==> src/rtl/lfsr_gen_if.sv <==
// Control/status bundle for lfsr_gen: step/burst/load controls in, LFSR state and flags out.
interface lfsr_gen_if #(
  parameter int WIDTH = 8
);
  logic             mode;
  logic             enable;
  logic             load;
  logic [WIDTH-1:0] seed;
  logic             taps_we;
  logic [WIDTH-1:0] taps_in;
  logic             start;
  logic [15:0]      count;
  logic [WIDTH-1:0] lfsr_out;
  logic             bit_out;
  logic             busy;
  logic             done;
  logic             lockup;
  logic             period_wrap;

  modport master (
    output mode, enable, load, seed, taps_we, taps_in, start, count,
    input  lfsr_out, bit_out, busy, done, lockup, period_wrap
  );

  modport slave (
    input  mode, enable, load, seed, taps_we, taps_in, start, count,
    output lfsr_out, bit_out, busy, done, lockup, period_wrap
  );
endinterface

==> src/rtl/lfsr_gen.sv <==
// Galois/Fibonacci LFSR with programmable taps, seed load with zero-seed rejection,
// free-run stepping and counted bursts with done/period-wrap pulses.
module lfsr_gen #(
  parameter int               WIDTH        = 8,
  parameter logic [WIDTH-1:0] DEFAULT_TAPS = WIDTH'(8'hB8),
  parameter logic [WIDTH-1:0] DEFAULT_SEED = WIDTH'(1)
) (
  input logic       clock,
  input logic       reset_n,
  lfsr_gen_if.slave bus
);
  typedef enum logic {IDLE, BURST} fsm_t;

  fsm_t             fsm;
  logic [WIDTH-1:0] state;
  logic [WIDTH-1:0] ref_seed;
  logic [WIDTH-1:0] taps;
  logic [WIDTH-1:0] next_state;
  logic [WIDTH-1:0] galois_next;
  logic [WIDTH-1:0] fib_next;
  logic [WIDTH-1:0] fib_taps;
  logic [15:0]      remaining;
  logic             busy;
  logic             done;
  logic             lockup;
  logic             period_wrap;
  logic             galois_fb;
  logic             fib_fb;
  logic             step;

  // The top tap is always implied in Fibonacci mode, so a non-zero state never maps to zero.
  always_comb begin
    galois_fb   = state[WIDTH-1];
    galois_next = {state[WIDTH-2:0], galois_fb} ^
                  ({taps[WIDTH-1:1], 1'b0} & {WIDTH{galois_fb}});
    fib_taps    = taps | {1'b1, {(WIDTH-1){1'b0}}};
    fib_fb      = ^(fib_taps & state);
    fib_next    = {state[WIDTH-2:0], fib_fb};
    next_state  = bus.mode ? fib_next : galois_next;
  end

  assign busy = (fsm == BURST);
  assign step = busy || bus.enable;

  always_ff @(posedge clock or negedge reset_n) begin
    if (!reset_n) begin
      fsm         <= IDLE;
      state       <= DEFAULT_SEED;
      ref_seed    <= DEFAULT_SEED;
      taps        <= DEFAULT_TAPS;
      remaining   <= 16'd0;
      done        <= 1'b0;
      lockup      <= 1'b0;
      period_wrap <= 1'b0;
    end else begin
      done        <= 1'b0;
      period_wrap <= 1'b0;
      if (bus.taps_we && !busy) begin
        taps <= bus.taps_in;
      end
      // Load wins over everything and silently aborts a running burst.
      if (bus.load) begin
        fsm       <= IDLE;
        remaining <= 16'd0;
        if (bus.seed != '0) begin
          state    <= bus.seed;
          ref_seed <= bus.seed;
          lockup   <= 1'b0;
        end else begin
          state    <= DEFAULT_SEED;
          ref_seed <= DEFAULT_SEED;
          lockup   <= 1'b1;
        end
      end else if (bus.start && !busy) begin
        if (bus.count == 16'd0) begin
          done <= 1'b1;
        end else begin
          fsm       <= BURST;
          remaining <= bus.count;
        end
      end else if (step) begin
        state <= next_state;
        if (next_state == ref_seed) begin
          period_wrap <= 1'b1;
        end
        if (busy) begin
          remaining <= remaining - 16'd1;
          if (remaining == 16'd1) begin
            fsm  <= IDLE;
            done <= 1'b1;
          end
        end
      end
    end
  end

  assign bus.lfsr_out    = state;
  assign bus.bit_out     = state[WIDTH-1];
  assign bus.busy        = busy;
  assign bus.done        = done;
  assign bus.lockup      = lockup;
  assign bus.period_wrap = period_wrap;
endmodule

==> src/flat_wrapper.sv <==
// flat-port wrapper written by rule: the top's interface ports become plain ports
module lfsr_gen_flat 
#(
  parameter int               WIDTH        = 8,
  parameter logic [WIDTH-1:0] DEFAULT_TAPS = WIDTH'(8'hB8),
  parameter logic [WIDTH-1:0] DEFAULT_SEED = WIDTH'(1)
)
  (clock, reset_n, bus_mode, bus_enable, bus_load, bus_seed, bus_taps_we, bus_taps_in, bus_start, bus_count, bus_lfsr_out, bus_bit_out, bus_busy, bus_done, bus_lockup, bus_period_wrap);
  lfsr_gen_if #(.WIDTH(WIDTH)) bus_i ();
  input logic clock;
  input logic reset_n;
  input wire logic [$bits(bus_i.mode)-1:0] bus_mode;
  input wire logic [$bits(bus_i.enable)-1:0] bus_enable;
  input wire logic [$bits(bus_i.load)-1:0] bus_load;
  input wire logic [$bits(bus_i.seed)-1:0] bus_seed;
  input wire logic [$bits(bus_i.taps_we)-1:0] bus_taps_we;
  input wire logic [$bits(bus_i.taps_in)-1:0] bus_taps_in;
  input wire logic [$bits(bus_i.start)-1:0] bus_start;
  input wire logic [$bits(bus_i.count)-1:0] bus_count;
  output wire logic [$bits(bus_i.lfsr_out)-1:0] bus_lfsr_out;
  output wire logic [$bits(bus_i.bit_out)-1:0] bus_bit_out;
  output wire logic [$bits(bus_i.busy)-1:0] bus_busy;
  output wire logic [$bits(bus_i.done)-1:0] bus_done;
  output wire logic [$bits(bus_i.lockup)-1:0] bus_lockup;
  output wire logic [$bits(bus_i.period_wrap)-1:0] bus_period_wrap;
  assign bus_i.mode = bus_mode;
  assign bus_i.enable = bus_enable;
  assign bus_i.load = bus_load;
  assign bus_i.seed = bus_seed;
  assign bus_i.taps_we = bus_taps_we;
  assign bus_i.taps_in = bus_taps_in;
  assign bus_i.start = bus_start;
  assign bus_i.count = bus_count;
  assign bus_lfsr_out = bus_i.lfsr_out;
  assign bus_bit_out = bus_i.bit_out;
  assign bus_busy = bus_i.busy;
  assign bus_done = bus_i.done;
  assign bus_lockup = bus_i.lockup;
  assign bus_period_wrap = bus_i.period_wrap;
  lfsr_gen #(.WIDTH(WIDTH), .DEFAULT_TAPS(DEFAULT_TAPS), .DEFAULT_SEED(DEFAULT_SEED)) u_core (.clock(clock), .reset_n(reset_n), .bus(bus_i));
endmodule
==> config.mk <==
export PLATFORM = sky130hd
export DESIGN_NAME = lfsr_gen_flat
export DESIGN_NICKNAME = d
export VERILOG_FILES = /design/src/rtl/lfsr_gen_if.sv /design/src/rtl/lfsr_gen.sv /design/src/flat_wrapper.sv
export SDC_FILE = /design/constraint.sdc
export NUM_CORES = 1
export LEC_CHECK = 0
export CAP_MARGIN = 0
export CORE_MARGIN = 1
export CORE_UTILIZATION = 51
export DETAILED_ROUTE_END_ITERATION = 7
export GPL_TIMING_DRIVEN = 0
export MAX_ROUTING_LAYER = met4
export PLACE_DENSITY = 0.9
export SLEW_MARGIN = 20
export SYNTH_ARGS = -nofsm -noshare
export SYNTH_HDL_FRONTEND = slang
export SYNTH_SLANG_ARGS = --single-unit
==> constraint.sdc <==
create_clock -name clock -period 2.57 [get_ports clock]
set_input_delay 0.257 -clock clock [delete_from_list [all_inputs] [get_ports clock]]
set_output_delay 0.257 -clock clock [all_outputs]
set_load 0.05 [all_outputs]
==> results.ini <==
[outcome]
status = finished clean

[die]
start_util_pct = 53.0
ios = 52
core_um2 = 4750
die_area_um2 = 5230
rows = 25
die_x_um = 72.3
die_h_um = 72.3

[routing]
drt_iter0_markers = 203
ant_nets = 0
vias = 2334
wirelength_um = 6440
dr.pass1.iters = 6
drc_errors = 0
via_per_inst = 5.94
avgRoutedWirePerCell_um = 16.4

[finish]
regArea_um2 = 1110
layout-drive-gt1-share_pct = 12.6
area_growth_pct = 28.4
nets = 366
final_cells = 393
fin_util_pct = 68.1
num_antenna_cells = 0
multiInputGateArea_um2 = 1310
fillers = 365

[synth]
syn_nets = 306
synth.yosys.seq_area_share_pct = 44.0
syn_area_per_cell_um2 = 9.51
netlist_area_um2 = 2520
yosysUniqueCellTypes = 45
ys_ff_latch = 44
yosys_warnings = 0
synth_top_area_share_pct = 37.7
async_flop_share_pct = 100
synthTopCellsByCount = 38 x dfrtp_1, 30 x o21ai_0, 25 x nor2_1
synth_top_cell_by_area = dfrtp_1
yosys.cell_count.top_type = dfrtp_1
synth_ff_type = dfrtp_1
netlist_instances = 265
ys_top_cells_by_area = dfrtp_1 38%, mux2_2 6.7%, dfstp_2 6.3%
synth-edff-count = 0

[grt]
grtUsageTotal_pct = 27.0
first_global_vias = 2142
grt_max_degree = 29
grt_overflow_total = 0
antenna_found_initial = 0
grt_pass1_wl_um = 10500

[pwr]
p_per_area_nw_per_um2 = 667
power.net_switching_mw = 0.789
leakage_nw = 1.30
finalPower_mw = 2.16
clock_power_share_pct = 22.4
swShare_pct = 36.5
peakVddDrop_mv = 0.325
power_frac_comb_pct = 35.8
internal-power_mw = 1.37
power_frac_seq_pct = 41.9

[timing]
fin_crit_sh_pct = 89.7
final-max-slew-violation-count = 0
timing.clock.skew_ns = 0.00383
final_hold_viol_count = 0
worstMarginPinSlew_ns = 0.928
rsz0062_at_grt = no
fin_crit_ns = 2.30
max_freq_ghz = 0.434
relSlewSlack_pct = 37.7
setup_viol = 0
whs_ns = 0.397

[worst_setup_path]
start_kind = input pin
critPathRequiredTime_ns = 2.75
critPathKind = in2reg
cp_max_fo = 9
arrival_ns = 2.48
rr_startpoint = u_core.bus.busy$_DFFE_PN0P_
crit_path_end_kind = flip-flop
ff2ff_setup_slack_ns = 0.41
critPathLaunch = bus_count[13]

[hold_path]
hold_class = in2async

[clock_network]
root_buffer = clkbuf_8
clk_path_buf_depth = 2
cts_setup_buffers = 0
cts_tree = done
cts_made_buffers = 5
clk_latency_ns = 0.31
clk_pin_slew_worst_paths_ns = 0.09
cts.sinks = 44
htree_levels = 2

[flow_run]
maxCapViolCount = 0

[placed_design]
place_inst = 384
place_hpwl_um = 4650
io_buffers = 51
gp_congestion = 0.915

cell families (layout without fill, tap and decap cells):
family / after synthesis / after routing / share of synthesized area (%)
xor gates and xnor gates: 20 / 20 / 8.64
DFF: 44 / 44 / 44.0
adders and majority gates: 2 / 2 / 0.992
and+or+nand+nor: 99 / 99 / 19.9
buffers and inverters: 18 / 79 / 4.12
muxes: 15 / 15 / 6.70
AOI/OAI and AO/OA: 67 / 67 / 15.7
cell type report:
| cell class | count | share of cell area [%] |
|---|---|---|
| Multi-Input combinational cell | 203 | 40.4 |
| Sequential cell | 44 | 34.2 |
| Timing Repair Buffer | 53 | 16.5 |
| Buffer | 13 | 2.63 |
| Tap cell | 67 | 2.59 |
| Clock buffer | 6 | 2.55 |
| Inverter | 5 | 0.580 |
| Clock inverter | 2 | 0.464 |
final timing paths:
check,end,depth (start not counted)
max in group asynchronous,u_core.ref_seed[0]$_DFFE_PN1P_,3
setup / recovery,u_core.remaining[7]$_DFFE_PN0P_,8
setup reg to reg,u_core.remaining[7]$_DFFE_PN0P_,7
hold reg to reg,u_core.taps[0]$_DFFE_PN0P_,1
min in group clock,u_core.taps[0]$_DFFE_PN0P_,1
hold / removal,u_core.ref_seed[2]$_DFFE_PN0P_,2
metal layers:
layer  wire [µm]  global-route usage [%]
met1        2760                    38.2
met3         492                    5.00
met2        3070                    39.7
met4         112                    8.06
met5           0                       -
critical path, stage by stage:
cell,delay (ns)
clkdlybuf4s50_1,0.45
or4_1,0.53
nor2_1,0.19
nand4_1,0.19
o31ai_2,0.18
or2_2,0.18
clkbuf_1,0.34
o21ai_0,0.17
sequential cells by signal, summed over array words and instances, names as in the netlist:
signal and count:
u_core.bus.busy 1, u_core.bus.done 1, u_core.bus.lfsr_out 8, u_core.bus.lockup 1, u_core.bus.period_wrap 1, u_core.ref_seed 8, u_core.remaining 16, u_core.taps 8
placed cells by master, fill, tap and decap left out, drive strengths merged, types with 2 or more instances in the layout:
cell type | synthesis | final
clkdlybuf4s50 | 0 | 50
dfrtp | 38 | 38
o21ai | 30 | 30
nor2 | 25 | 25
nand2 | 24 | 24
a21oi | 17 | 17
mux2 | 15 | 15
clkbuf | 9 | 15
nor4 | 11 | 11
xnor2 | 9 | 9
xor2 | 8 | 8
a22oi | 8 | 8
nor3 | 8 | 8
nand3 | 7 | 7
dfstp | 6 | 6
buf | 4 | 6
inv | 5 | 5
or3 | 5 | 5
nor2b | 4 | 4
nand2b | 3 | 3
or4 | 3 | 3
o31ai | 3 | 3
xnor3 | 2 | 2
and3 | 2 | 2
o211ai | 2 | 2
ha | 2 | 2
clkinvlp | 0 | 2
per-stage QoR:
| step | setup TNS, ns | cell area [µm²] | setup WS, ns |
|---|---|---|---|
| after detailed placement | -0.160 | 3130 | -0.0284 |
| final | 0 | 3240 | 0.265 |
| after global routing | 0 | 3240 | 0.149 |
| after floorplan | 0 | 2520 | 0.443 |
| after global placement | -0.0189 | 3120 | -0.00872 |
| after CTS | 0 | 3240 | 0.291 |
repair_timing:
item / 4_1_cts / 5_1_grt
hold endpoints to repair: 11 / 0
resized for setup: 0 / 0
hold buffers: 1 / 0
power by group through the flow:
stage / clock network, mW / logic (mW) / registers (mW)
after floorplan: 0 / 0.458 / 0.961
after global placement: 0 / 0.734 / 0.907
final: 0.483 / 0.772 / 0.904
after detailed placement: 0 / 0.755 / 0.913
after global routing: 0.516 / 0.839 / 0.916
after CTS: 0.484 / 0.762 / 0.900
Power figures use the tool's default switching activity.
